$ cat config.mk
export PLATFORM = sky130hd
export DESIGN_NAME = control_sequencer
export DESIGN_NICKNAME = d
export VERILOG_FILES = /design/src/rtl/control_sequencer.sv
export SDC_FILE = /design/constraint.sdc
export NUM_CORES = 1
export LEC_CHECK = 0
export CORE_MARGIN = 4
export CORE_UTILIZATION = 60
export CTS_CLUSTER_SIZE = 12
export DETAILED_ROUTE_END_ITERATION = 7
export DONT_BUFFER_PORTS = 1
export PLACE_DENSITY = 0.84
export SLEW_MARGIN = 10
export SYNTH_ARGS = -nofsm -noshare
export SYNTH_HDL_FRONTEND = slang
export SYNTH_SLANG_ARGS = --single-unit
$ cat constraint.sdc
create_clock -name i_clk -period 4.1 [get_ports i_clk]
set_input_delay 0.82 -clock i_clk [delete_from_list [all_inputs] [get_ports i_clk]]
set_output_delay 0.82 -clock i_clk [all_outputs]
set_load 0.01 [all_outputs]
$ cat src/rtl/control_sequencer.sv
// Microcode sequencer for the 8-bit bus CPU: walks T0..T4 on the falling edge of i_clk
// and registers the load/output-enable control word for the following rising edge.
//
// state        | meaning
// -------------+-----------------------------------------------------------
// T0 (step 0)  | fetch: PC onto bus, MAR loads (MI|CO)
// T1 (step 1)  | fetch: RAM onto bus, IR loads, PC increments (RO|II|CE)
// T2..T4       | execute steps from the opcode microcode table
// halted       | HLT has been entered; step and control word frozen until reset
module control_sequencer #(
  parameter bit EARLY_END = 1'b1,
  parameter int NUM_STEPS = 5
) (
  input  logic        i_clk,
  input  logic        i_rst,
  input  logic [3:0]  i_instr,
  input  logic        i_flag_c,
  input  logic        i_flag_z,
  output logic [15:0] o_ctrl,
  output logic [2:0]  o_step,
  output logic        o_halted
);

  localparam logic [2:0]  LAST_STEP = 3'(NUM_STEPS - 1);

  localparam logic [15:0] C_HLT = 16'h8000;
  localparam logic [15:0] C_MI  = 16'h4000;
  localparam logic [15:0] C_RI  = 16'h2000;
  localparam logic [15:0] C_RO  = 16'h1000;
  localparam logic [15:0] C_IO  = 16'h0800;
  localparam logic [15:0] C_II  = 16'h0400;
  localparam logic [15:0] C_AI  = 16'h0200;
  localparam logic [15:0] C_AO  = 16'h0100;
  localparam logic [15:0] C_EO  = 16'h0080;
  localparam logic [15:0] C_SU  = 16'h0040;
  localparam logic [15:0] C_BI  = 16'h0020;
  localparam logic [15:0] C_OI  = 16'h0010;
  localparam logic [15:0] C_CE  = 16'h0008;
  localparam logic [15:0] C_CO  = 16'h0004;
  localparam logic [15:0] C_J   = 16'h0002;
  localparam logic [15:0] C_FI  = 16'h0001;

  localparam logic [15:0] RESET_WORD = C_MI | C_CO;

  function automatic logic [15:0] decode(input logic [2:0] step, input logic [3:0] op,
                                         input logic flag_c, input logic flag_z);
    logic [15:0] w;
    w = 16'h0000;
    case (step)
      3'd0: w = C_MI | C_CO;
      3'd1: w = C_RO | C_II | C_CE;
      3'd2: begin
        case (op)
          4'b0001, 4'b0010, 4'b0011, 4'b0100: w = C_IO | C_MI;
          4'b0101: w = C_IO | C_AI;
          4'b0110: w = C_IO | C_J;
          4'b0111: w = flag_c ? (C_IO | C_J) : 16'h0000;
          4'b1000: w = flag_z ? (C_IO | C_J) : 16'h0000;
          4'b1110: w = C_AO | C_OI;
          4'b1111: w = C_HLT;
          default: w = 16'h0000;
        endcase
      end
      3'd3: begin
        case (op)
          4'b0001: w = C_RO | C_AI;
          4'b0010, 4'b0011: w = C_RO | C_BI;
          4'b0100: w = C_AO | C_RI;
          default: w = 16'h0000;
        endcase
      end
      3'd4: begin
        case (op)
          4'b0010: w = C_EO | C_AI | C_FI;
          4'b0011: w = C_EO | C_AI | C_SU | C_FI;
          default: w = 16'h0000;
        endcase
      end
      default: w = 16'h0000;
    endcase
    return w;
  endfunction

  logic [2:0]  step_inc;
  logic [2:0]  step_nxt;
  logic [15:0] ctrl_nxt;
  logic        halted_nxt;

  // Sequencer state lives on the falling edge so the word is settled before datapath rising edges.
  always_ff @(negedge i_clk or negedge i_rst) begin
    if (!i_rst) begin
      o_step   <= 3'd0;
      o_ctrl   <= RESET_WORD;
      o_halted <= 1'b0;
    end else begin
      o_step   <= step_nxt;
      o_ctrl   <= ctrl_nxt;
      o_halted <= halted_nxt;
    end
  end

  always_comb begin
    step_inc = (o_step == LAST_STEP) ? 3'd0 : o_step + 3'd1;
    step_nxt = step_inc;
    if (EARLY_END && (step_inc >= 3'd2) &&
        (decode(step_inc, i_instr, i_flag_c, i_flag_z) == 16'h0000))
      step_nxt = 3'd0;
    if (o_halted)
      step_nxt = o_step;
  end

  always_comb begin
    ctrl_nxt   = o_halted ? o_ctrl : decode(step_nxt, i_instr, i_flag_c, i_flag_z);
    halted_nxt = o_halted | ctrl_nxt[15];
  end

endmodule
==> impl_summary.txt, run 1 <==
----------------------------------------------------
[Setup path]
  Delay contributed by the slowest stage of the critical path ... 0.43 ns
  Critical Path Source Type ... input port
  Critical path class ... in -> reg
  Required time worst endpoint ... 2.18 ns
  Crit. End Element ... register
  Worst-path cell with the longest stage delay ... sky130_fd_sc_hd__nor4b_2
  Kind of cell with the highest combined delay on the critical path ... simple AND/OR/NAND/NOR gates
  Cell breakdown of the critical path ... nor4b_2 -> o31ai_4 -> o21ai_2 -> and2_1 -> o41ai_4
  Largest driver fanout on the critical path ... 15
  Crit path buffers/inverters ... 0
  CP Data Arrival Time ... 2.01 ns

[Route]
  Residual DRC ... 0
  Wirelength per Cell ... between 15 and 20 um
  Routed via count divided by cell count ... 6.55
  Pre-Repair DR Iteration Count ... 7
  Final routed wirelength across all metal layers ... ~2900 um
  ANT nets after route ... 0
  Via Count ... approximately 1000
  Number of DRC markers after the initial detailed-route iteration ... 27

[Synth]
  Number of instances in the synthesized netlist ... ~130
  Synth Net Count ... 138
  Number of flops mapped to enable cells by yosys ... 0
  Mapped Avg Cell Area ... 9.66 um^2
  Post-synthesis sequential area ratio ... 37.2%
  Most common library cells after synthesis ... 16 x sky130_fd_sc_hd__dfrtn_1, 16 x sky130_fd_sc_hd__nand2_1, 5 x sky130_fd_sc_hd__inv_1, 5 x sky130_fd_sc_hd__nor3_1
  FFs w/ async S/R, synth ... 100%
  Synthesis Warnings ... 0
  Proportion of netlist area held by the largest area contributor ... between 30% and 40%
  Post-synthesis cell area ... approximately 1200 um^2
  Distinct cell type count after synthesis ... 50
  Top_reg_cell synth ... sky130_fd_sc_hd__dfrtn_1
  Register bit count reported by yosys ... 18
  Synth area leader ... sky130_fd_sc_hd__dfrtn_1
  Dominant cells by area after synthesis ... sky130_fd_sc_hd__dfrtn_1 33%, sky130_fd_sc_hd__nand2_1 4.9%, sky130_fd_sc_hd__dfstp_2 4.3%

[Clock network]
  Clock tree from TritonCTS ... yes
  Clock root buffer ... sky130_fd_sc_hd__clkbuf_4
  Clock network latency to the later pin of the worst-skew pair ... 0.35 ns
  Number of sinks handled by clock tree synthesis ... 18
  Post-CTS Setup Bufs ... 0
  Maximum level of the CTS H-tree ... 1
  CTS Buf Count ... 3
  Buffer levels on the longest clock path ... 2
  Clock-pin transition on the worst setup and hold timing paths ... around 0.070 ns
  Total of hold buffers inserted after clock tree synthesis ... 0
  Quantity of gates resized following cts ... 0

[Hold path]
  Type of the most critical hold path ... reg -> reg

[Die]
  Area of the die ... around 2800 um^2
  Number of cell rows ... 16
  DIE WIDTH ... 53.0 um
  I/O pin total ... 28
  Die H ... 53.0 um
  Area of the core ... 1940 um^2
  Initial Utilization ... 62.7%

[Placed design]
  Routability congestion estimate from global placement ... 0.939
  Post-detail-place hpwl ... 2060 um
  Total of buffers placed on input and output ports ... 0
  Placed Area ... 1270 um^2

[Final layout]
  Count of inserted antenna diode cells ... 0
  Final net count ... 140
  Final Cell Area ... 1300 um^2
  Share of cells above drive strength 1 ... 18.1%
  Filler Cells Inserted ... 162
  Area Overhead vs Synth ... 6.58%

[STA]
  Number of slew-limit violations in the final report ... 0
  Worst Skew ... 0.0653 ns
  Transition at the pin with the smallest max-transition slack ... ~0.45 ns
  Final Hold Viols ... 0
  Setup repair after global routing missed its margin ... false
  Total Neg Setup Slack ... 0 ns
  Final setup violation count ... 0
  Min Hold Slack ... 0.500 ns
  Rel. slew slack ... slightly below 70%

[Pwr]
  Worst vdd rail ir drop ... 0.000446 V
  Post-layout total power ... slightly below 0.0008 W
  Leak ... 0.564 nW
  Pwr per Cell Area ... about 610 nW/um^2

[GRT]
  Total routing usage reported by global routing ... between 20% and 30%
  Pin count of the biggest net entering global routing ... 27
  Via count of the first global-routing pass ... 984
  Number of antenna violations at the first check in global routing ... 0
  Final global-route overflow total ... 0
  First-pass GRT wire length ... 4690 um

[Outcome]
  Result of the run ... complete, no violations

[Flow run]
  Count of max-cap constraint violations ... 0

----------------------------------------------------
==> worst register-to-register path, cell delays in order (launching register included) <==
cell and delay (ns):
sky130_fd_sc_hd__dfrtn_1 0.70, sky130_fd_sc_hd__inv_1 0.16, sky130_fd_sc_hd__ha_1 0.27, sky130_fd_sc_hd__or3b_4 0.40, sky130_fd_sc_hd__and4b_1 0.28, sky130_fd_sc_hd__and2_1 0.28, sky130_fd_sc_hd__a32o_1 0.27
==> path summary, 6_finish.rpt <==
path                                        startpoint                endpoint  slack (ns)  cells past startpoint
min in group asynchronous                        i_rst     o_step[0]$_DFF_NN0_        2.15                      0
worst min-delay path            o_ctrl[13]$_DFFE_NN0N_  o_ctrl[13]$_DFFE_NN0N_        0.50                      2
worst max-delay path                        i_instr[2]  o_ctrl[10]$_DFFE_NN0N_        0.17                      5
worst min register to register  o_ctrl[13]$_DFFE_NN0N_  o_ctrl[13]$_DFFE_NN0N_        0.50                      2
max in group asynchronous                        i_rst  o_ctrl[14]$_DFFE_NN1N_        1.72                      0
worst max register to register     o_step[0]$_DFF_NN0_   o_ctrl[4]$_DFFE_NN0N_        1.59                      6
==> cell type report <==
class | count | area [um^2] | share of cell area [%]
Sequential cell | 18 | 453 | 34.9
Inverter | 4 | 15.0 | 1.16
Tap cell | 27 | 33.8 | 2.60
Timing Repair Buffer | 5 | 37.5 | 2.89
Multi-Input combinational cell | 94 | 724 | 55.8
Clock inverter | 2 | 7.51 | 0.579
Clock buffer | 4 | 26.3 | 2.03
==> metrics by stage <==
| step | cells | setup slack (ns) | util (%) |
|---|---|---|---|
| finish | 154 | 0.169 | 66.8 |
| global route | 154 | 0.0642 | 66.8 |
| CTS | 154 | 0.165 | 66.8 |
| detailed placement | 149 | -0.146 | 65.3 |
| global placement | 149 | -0.108 | 65.3 |
| floorplan | 126 | -0.0665 | - |
==> registers in the layout (all words and copies together), names as in the netlist <==
register	cells
o_halted	1
o_ctrl	14
o_step	3
==> per-layer routing <==
layer  GRT usage [%]  vias to the layer above  share of wire, %  wire length (um)
met1            29.5                      478                42              1180
met3            7.89                        5               8.7               247
li1                -                      474                 -                 -
met5               0                        -                 0                 0
met2            37.8                       51                49              1400
met4            2.13                        0              0.84                24
==> power breakdown <==
part / internal (W) / switching, W / leakage [nW]
registers: 0.000230 / 0.0000668 / 0.238
logic: 0.000155 / 0.000237 / 0.300
clock network: 0.0000404 / 0.0000586 / 0.0256
total: 0.000425 / 0.000363 / 0.564
==> cell families after synthesis <==
group | count (synthesis) | share of synthesized area [%]
DFF | 18 | 37.2
and+or+nand+nor | 53 | 25.9
adders and majority gates | 4 | 4.11
buffers and inverters | 14 | 5.75
AOI/OAI and AO/OA | 37 | 27.0
==> layout by cell type, fill, tap and decap left out, drive strengths merged, types with 2 or more instances in the layout <==
cell / instances
or2b: 3
or3b: 5
clkbuf: 4
nor2b: 2
nand3b: 2
and3: 2
a22o: 2
a211oi: 2
o31ai: 3
o311ai: 2
and2: 3
a32o: 4
inv: 6
nor4b: 2
ha: 4
dfstp: 2
buf: 5
a21o: 3
nor2: 3
nand2: 16
o21ai: 5
nand2b: 4
nor3: 5
a21oi: 5
dfrtn: 16
o41ai: 2
No activity file was read; power rests on OpenSTA's default activity.
==> run 2: changes to the inputs <==
Settings changed: CELL_PAD_IN_SITES_DETAIL_PLACEMENT set to 1, CELL_PAD_IN_SITES_GLOBAL_PLACEMENT set to 1, CORE_UTILIZATION 60 to 50, PLACE_DENSITY 0.84 to 0.9.
==> run 2 against run 1 <==
- first-iteration DRC count is 19% higher
- largest power group unchanged
- global-route usage fell by 1.7 points
- clock-buffer cell count did not move
- via count rose by 3.2%
- final cell count is 2.6% higher
- routed wire length increased by 16%
- sequential share of layout area shrank 0.89 points
- final area grew 2.6%
- register-to-register slack better by 0.06 ns
- worst hold slack improved by 0.0055 ns
==> impl_summary.txt, run 2 (synthesized netlist as in run 1, its figures left out) <==
----------------------------------------------------
[Outcome]
  Result of the run ... complete, no violations

[Setup path]
  Register-to-register setup slack ... 1.65 ns (+0.06 ns)
  Critical path class ... in -> reg
  Crit Reg-Reg Startpoint ... o_step[0]$_DFF_NN0_
  Crit. End Element ... register
  FF-to-FF path depth ... 7 (+1)
  Reg2Reg Capture Point ... o_ctrl[15]$_DFF_NN0_
  Required time worst endpoint ... 2.35 ns (+0.17 ns)
  Critical Path Source Type ... input port
  Critical path launch point ... i_instr[3]
  Critical Path Sink ... o_ctrl[9]$_DFFE_NN0N_
  CP Data Arrival Time ... 2.25 ns (+0.24 ns)
  Largest driver fanout on the critical path ... 13 (-2)

[Route]
  Number of DRC markers after the initial detailed-route iteration ... 32 (+19%)
  ANT nets after route ... 0 (unchanged)
  Wirelength per Cell ... 20.9 um (+13%)
  Final routed wirelength across all metal layers ... 3300 um (+16%)
  Routed via count divided by cell count ... 6.58 (+0.56%)
  Residual DRC ... 0 (unchanged)
  Pre-Repair DR Iteration Count ... 4 (-3)
  Via Count ... 1040 (+3.2%)

[GRT]
  Pin count of the biggest net entering global routing ... 27 (unchanged)
  Via count of the first global-routing pass ... 1062 (+7.9%)
  Total routing usage reported by global routing ... 21.0% (-1.7 points)
  Number of antenna violations at the first check in global routing ... 0 (unchanged)
  Final global-route overflow total ... 0 (unchanged)
  First-pass GRT wire length ... 5290 um (+13%)

[Pwr]
  Combinational share of power ... 52.0% (+2.2 points)
  Pwr per Cell Area ... 636 nW/um^2 (+4.7%)
  Internal power of the cells ... 0.000459 W (+7.9%)
  Sequential power share ... 33.8% (-3.8 points)
  Switching share of power ... 45.8% (-0.23 points)
  Clock share of power ... 14.2% (+1.6 points)
  Leak ... 0.586 nW (+3.8%)
  Sw power ... 0.000388 W (+6.9%)
  Worst vdd rail ir drop ... 0.000332 V (-25%)

[Clock network]
  Quantity of gates resized following cts ... 0 (unchanged)
  CTS Buf Count ... 3 (unchanged)
  Post-CTS Setup Bufs ... 0 (unchanged)
  Number of sinks handled by clock tree synthesis ... 18 (unchanged)
  Buffer levels on the longest clock path ... 2 (unchanged)
  Clock network latency to the later pin of the worst-skew pair ... 0.37 ns (+0.02 ns)
  Clock tree from TritonCTS ... yes
  Clock-pin transition on the worst setup and hold timing paths ... 0.08 ns (about the same)
  Clock root buffer ... sky130_fd_sc_hd__clkbuf_4
  Maximum level of the CTS H-tree ... 1 (unchanged)
  Total of hold buffers inserted after clock tree synthesis ... 0 (unchanged)

[Die]
  DIE WIDTH ... 57.3 um (+8.1%)
  Initial Utilization ... 54.0% (-8.7 points)
  Die H ... 57.3 um (+8.1%)
  Number of cell rows ... 17 (+1)
  I/O pin total ... 28 (unchanged)
  Area of the die ... 3290 um^2 (+17%)
  Area of the core ... 2250 um^2 (+16%)

[Final layout]
  Registers with the highest flip-flop counts ... o_ctrl x14, o_step x3, o_halted x1
  Share of cells above drive strength 1 ... 20.8% (+2.7 points)
  Final net count ... 143 (+2.1%)
  Area Overhead vs Synth ... 9.35%
  Register with the most flip-flops ... o_ctrl
  Number of flip-flops in the largest register ... 14 (unchanged)
  Count of inserted antenna diode cells ... 0 (unchanged)
  Filler Cells Inserted ... 260 (+60%)
  Most used cells in the layout excluding fill and tap cells ... 16 x sky130_fd_sc_hd__nand2_1, 16 x sky130_fd_sc_hd__dfrtn_1, 8 x sky130_fd_sc_hd__buf_4, 6 x sky130_fd_sc_hd__inv_1, 5 x sky130_fd_sc_hd__nor3_1

[Flow run]
  Count of max-cap constraint violations ... 0 (unchanged)

[STA]
  Setup repair after global routing missed its margin ... false
  Worst Skew ... 0.0715 ns (+0.00617 ns)
  Rel. slew slack ... 68.7% (-0.88 points)
  Transition at the pin with the smallest max-transition slack ... 0.466 ns (+0.0161 ns)
  Final setup violation count ... 0 (unchanged)
  Number of slew-limit violations in the final report ... 0 (unchanged)
  Min Hold Slack ... 0.506 ns (+0.00550 ns)
  Total Neg Setup Slack ... 0 ns (unchanged)
  Final Hold Viols ... 0 (unchanged)

[Hold path]
  Type of the most critical hold path ... reg -> reg

[Placed design]
  Total of buffers placed on input and output ports ... 0 (unchanged)
  Post-detail-place hpwl ... 2460 um (+19%)
  Routability congestion estimate from global placement ... 0.855 (-8.9%)

----------------------------------------------------
run 2: cell types whose count changed in the layout (fill, tap and decap cells not counted), sizes merged:
cell  change
buf       +3
run 2: worst min-delay path by stage:
stage | startpoint | cells past startpoint | to
2_1_floorplan | o_ctrl[5]$_DFFE_NN0N_ | 2 | o_ctrl[5]$_DFFE_NN0N_
3_3_place_gp | o_ctrl[13]$_DFFE_NN0N_ | 2 | o_ctrl[13]$_DFFE_NN0N_
3_5_place_dp | o_ctrl[13]$_DFFE_NN0N_ | 2 | o_ctrl[13]$_DFFE_NN0N_
4_1_cts | o_ctrl[13]$_DFFE_NN0N_ | 2 | o_ctrl[13]$_DFFE_NN0N_
5_1_grt | o_ctrl[2]$_DFFE_NN1N_ | 2 | o_ctrl[2]$_DFFE_NN1N_
6_report | o_ctrl[13]$_DFFE_NN0N_ | 2 | o_ctrl[13]$_DFFE_NN0N_
run 2: metal layers:
| layer | share of wire (%) | wire length, um | track usage (%) |
|---|---|---|---|
| met5 | 0 | 0 | 0 |
| met4 | 2.2 | 72 | 8.61 |
| met3 | 5.8 | 193 | 6.11 |
| met2 | 48 | 1600 | 33.5 |
| met1 | 43 | 1430 | 26.5 |
run 2: worst max-delay path: stages:
cell	delay, ns
sky130_fd_sc_hd__or3b_1	0.43
sky130_fd_sc_hd__buf_4	0.18
sky130_fd_sc_hd__a2111oi_4	0.33
sky130_fd_sc_hd__or3b_1	0.18
sky130_fd_sc_hd__a21oi_1	0.05
sky130_fd_sc_hd__nor3_1	0.28
run 2: area by class of cell:
class / count / area (um^2) / share of cell area (%)
inverter: 4 / 15.0 / 1.13
tap: 28 / 35.0 / 2.63
timing repair buffer: 8 / 60.1 / 4.51
sequential: 18 / 453 / 34.0
clock buffer: 4 / 36.3 / 2.73
clock inverter: 2 / 7.51 / 0.564
multi-input combinational: 94 / 724 / 54.4
run 2: metrics by stage:
| step | utilization, % | instances | setup slack (ns) | power (W) | cell area [um^2] |
|---|---|---|---|---|---|
| detailed placement | 57.3 | 153 | -0.193 | 0.000725 | 1290 |
| floorplan | - | 126 | -0.0665 | 0.000615 | 1250 |
| global route | 59.0 | 158 | 0.0546 | 0.000897 | 1330 |
| CTS | 59.0 | 158 | 0.134 | 0.000845 | 1330 |
| global placement | 57.3 | 153 | -0.125 | 0.000704 | 1290 |
| finish | 59.0 | 158 | 0.100 | 0.000846 | 1330 |
run 2: power by group through the flow:
| stage | combinational, W | clock [W] | sequential, W |
|---|---|---|---|
| floorplan | 0.000324 | 0.00000458 | 0.000286 |
| global placement | 0.000410 | 0.00000458 | 0.000289 |
| detailed placement | 0.000431 | 0.00000458 | 0.000290 |
| CTS | 0.000435 | 0.000123 | 0.000287 |
| global route | 0.000475 | 0.000131 | 0.000291 |
| finish | 0.000440 | 0.000120 | 0.000286 |
==> run 3: changes to the inputs <==
Settings changed: ABC_AREA set to 1, CORE_UTILIZATION 50 to 47.
==> run 3 against run 2 <==
- global-route usage is 0.29 points lower
- synthesized cell count rose by 17%
- clock-buffer cell count decreased by 1
- flip-flop and latch count unchanged
- register-to-register slack better by 0.04 ns
- worst setup slack gained 0.0032 ns
- worst hold slack worse by 0.011 ns
- area after synthesis decreased by 10%
- power decreased by 62%
- clock skew is 0.0017 ns lower
- final cell count up 17%
==> impl_summary.txt, run 3 <==
----------------------------------------------------
[Outcome]
  Result of the run ... complete, no violations

[Synth]
  Number of flops mapped to enable cells by yosys ... 0 (unchanged)
  Post-synthesis cell area ... 1100 um^2 (-10%)
  Synthesis Warnings ... 0 (unchanged)
  Post-synthesis sequential area ratio ... 41.3% (+4.1 points)
  Most common library cells after synthesis ... 46 x sky130_fd_sc_hd__nand2_1, 16 x sky130_fd_sc_hd__dfrtn_1, 16 x sky130_fd_sc_hd__inv_1, 16 x sky130_fd_sc_hd__nor2_1, 9 x sky130_fd_sc_hd__nand3_1
  Number of instances in the synthesized netlist ... 147 (+17%)
  Synth area leader ... sky130_fd_sc_hd__dfrtn_1
  FFs w/ async S/R, synth ... 100% (unchanged)
  Synth Net Count ... 159 (+15%)
  Dominant cells by area after synthesis ... sky130_fd_sc_hd__dfrtn_1 37%, sky130_fd_sc_hd__nand2_1 16%, sky130_fd_sc_hd__inv_1 5.5%
  Mapped Avg Cell Area ... 7.46 um^2 (-23%)
  Most used standard cell by instance count after synthesis ... sky130_fd_sc_hd__nand2_1
  Top_reg_cell synth ... sky130_fd_sc_hd__dfrtn_1
  Distinct cell type count after synthesis ... 25 (-50%)
  Proportion of netlist area held by the largest area contributor ... 36.5% (+3.6 points)
  Register bit count reported by yosys ... 18 (unchanged)

[Route]
  ANT nets after route ... 0 (unchanged)
  Pre-Repair DR Iteration Count ... 3 (-1)
  Final routed wirelength across all metal layers ... 3000 um (-9.3%)
  Wirelength per Cell ... 16.2 um (-23%)
  Number of DRC markers after the initial detailed-route iteration ... 20 (-38%)
  Via Count ... 1000 (-3.8%)
  Routed via count divided by cell count ... 5.41 (-18%)
  Residual DRC ... 0 (unchanged)

[Die]
  DIE WIDTH ... 56.3 um (-1.8%)
  Number of cell rows ... 17 (unchanged)
  I/O pin total ... 28 (unchanged)
  Area of the die ... 3170 um^2 (-3.6%)
  Die H ... 56.3 um (-1.8%)
  Area of the core ... 2210 um^2 (-1.9%)
  Initial Utilization ... 49.5% (-4.4 points)

[Final layout]
  Register with the most flip-flops ... o_ctrl
  Area Overhead vs Synth ... 12.2%
  Number of flip-flops in the largest register ... 14 (unchanged)
  Most common cell after layout, fill and taps aside ... sky130_fd_sc_hd__nand2_1
  Share of cells above drive strength 1 ... 22.3% (+1.5 points)
  Most used cells in the layout excluding fill and tap cells ... 46 x sky130_fd_sc_hd__nand2_1, 16 x sky130_fd_sc_hd__inv_1, 16 x sky130_fd_sc_hd__nor2_1, 16 x sky130_fd_sc_hd__dfrtn_1, 10 x sky130_fd_sc_hd__buf_4
  Filler Cells Inserted ... 292 (+12%)
  Count of inserted antenna diode cells ... 0 (unchanged)
  Final net count ... 170 (+19%)
  Final Cell Area ... 1230 um^2 (-7.6%)
  Registers with the highest flip-flop counts ... o_ctrl x14, o_step x3, o_halted x1

[Pwr]
  Leak ... 0.627 nW (+7.2%)
  Clock share of power ... 39.5% (+25 points)
  Internal power of the cells ... 0.000256 W (-44%)
  Combinational share of power ... 5.4% (-47 points)
  Sw power ... 0.0000684 W (-82%)
  Switching share of power ... 21.1% (-25 points)
  Sequential power share ... 55.1% (+21 points)
  Worst vdd rail ir drop ... 0.000256 V (-23%)
  Pwr per Cell Area ... 263 nW/um^2 (-59%)

[Setup path]
  Critical Path Source Type ... input port
  CP Data Arrival Time ... 2.08 ns (-0.17 ns)
  Critical path class ... in -> reg
  Crit. End Element ... register
  Largest driver fanout on the critical path ... 7 (-6)
  Required time worst endpoint ... 2.19 ns (-0.16 ns)

[Clock network]
  Clock tree from TritonCTS ... yes
  Clock root buffer ... sky130_fd_sc_hd__clkbuf_4
  Number of sinks handled by clock tree synthesis ... 18 (unchanged)
  Clock network latency to the later pin of the worst-skew pair ... 0.36 ns (about the same)
  Clock-pin transition on the worst setup and hold timing paths ... 0.07 ns (about the same)
  Maximum level of the CTS H-tree ... 1 (unchanged)
  CTS Buf Count ... 3 (unchanged)
  Buffer levels on the longest clock path ... 2 (unchanged)
  Total of hold buffers inserted after clock tree synthesis ... 0 (unchanged)

[STA]
  Total Neg Setup Slack ... 0 ns (unchanged)
  Number of slew-limit violations in the final report ... 0 (unchanged)
  Final Hold Viols ... 0 (unchanged)
  Worst Skew ... 0.0698 ns (-0.00170 ns)
  Rel. slew slack ... 70.2% (+1.5 points)
  Final setup violation count ... 0 (unchanged)
  Transition at the pin with the smallest max-transition slack ... 0.446 ns (-0.0205 ns)

[Placed design]
  Total of buffers placed on input and output ports ... 0 (unchanged)
  Post-detail-place hpwl ... 2310 um (-6.2%)
  Routability congestion estimate from global placement ... 0.776 (-9.3%)
  Placed Area ... 1170 um^2 (-9.0%)

[GRT]
  Number of antenna violations at the first check in global routing ... 0 (unchanged)
  First-pass GRT wire length ... 5220 um (-1.4%)
  Pin count of the biggest net entering global routing ... 20 (-26%)
  Via count of the first global-routing pass ... 1148 (+8.1%)
  Total routing usage reported by global routing ... 20.7% (-0.29 points)
  Final global-route overflow total ... 0 (unchanged)

[Hold path]
  Type of the most critical hold path ... reg -> reg

[Flow run]
  Count of max-cap constraint violations ... 0 (unchanged)

----------------------------------------------------
-- run 3: path summary, 6_finish.rpt --
check	from	endpoint	slack [ns]	cells past startpoint
setup / recovery	i_instr[0]	o_ctrl[8]$_DFFE_NN0N_	0.10	14
hold / removal	o_ctrl[15]$_DFF_NN0_	o_ctrl[15]$_DFF_NN0_	0.49	2
setup reg to reg	o_step[0]$_DFF_NN0_	o_ctrl[8]$_DFFE_NN0N_	1.69	16
hold reg to reg	o_ctrl[15]$_DFF_NN0_	o_ctrl[15]$_DFF_NN0_	0.49	2
max in group asynchronous	i_rst	o_ctrl[14]$_DFFE_NN1N_	1.71	0
min in group asynchronous	i_rst	o_step[1]$_DFF_NN0_	2.15	0
-- run 3: power groups by stage --
stage          registers [W]   logic, W  clock network, W
2_1_floorplan       0.000182  0.0000104        0.00000458
3_3_place_gp        0.000182  0.0000165        0.00000458
3_5_place_dp        0.000182  0.0000173        0.00000458
4_1_cts             0.000179  0.0000174          0.000134
5_1_grt             0.000179  0.0000197          0.000143
6_report            0.000179  0.0000174          0.000128
-- run 3: cells by family after synthesis --
group / count (synthesis) / synth area share, %
buf+inv: 24 / 9.36
flops: 18 / 41.3
simple gates: 91 / 38.6
fa+ha+maj: 4 / 4.57
compound gates: 10 / 6.16
-- run 3: through the flow --
stage               hold slack [ns]  std cells  utilization [%]  total power (W)  setup WS, ns
detailed placement            0.496        180             53.1         0.000204        -0.224
CTS                           0.504        185             55.1         0.000330        0.0599
floorplan                     0.474        147                -         0.000197         0.120
finish                        0.495        185             55.6         0.000324         0.104
global placement              0.489        180             53.1         0.000203        -0.112
global route                  0.541        185             55.6         0.000341      -0.00106
-- run 3: critical path: stages --
cell                         delay [ns]
sky130_fd_sc_hd__clkinvlp_4        0.08
sky130_fd_sc_hd__nand2_1           0.08
sky130_fd_sc_hd__nand2_2           0.10
sky130_fd_sc_hd__o21ai_2           0.07
sky130_fd_sc_hd__nor2_1            0.14
sky130_fd_sc_hd__nand2_1           0.09
sky130_fd_sc_hd__nand2_1           0.08
sky130_fd_sc_hd__nand2_2           0.10
sky130_fd_sc_hd__nand2_2           0.11
sky130_fd_sc_hd__nand2_4           0.10
sky130_fd_sc_hd__nand2_4           0.09
sky130_fd_sc_hd__nor2_2            0.05
sky130_fd_sc_hd__nand4_1           0.10
sky130_fd_sc_hd__nand3_1           0.08
-- run 3: timing repair --
item	in CTS	in global routing
endpoints found under the setup margin	0	3
resized for setup	0	2
buffers inserted	0	0
-- run 3: final cells by class --
class,instances,area (um^2),share of cell area (%)
flip-flops and latches,18,453,36.8
multi-input cells,105,548,44.6
clock inverters,3,25.0,2.03
clock buffers,3,22.5,1.83
well taps,28,35.0,2.85
inverters,18,71.3,5.80
repair buffers,10,75.1,6.10
-- run 3: routing by layer --
metal | wire length (um) | global-route usage (%) | vias up
met5 | 0 | 0 | -
met2 | 1620 | 36.9 | 26
met3 | 136 | 6.90 | 10
li1 | - | - | 479
met1 | 1160 | 23.1 | 485
met4 | 85 | 6.78 | 0
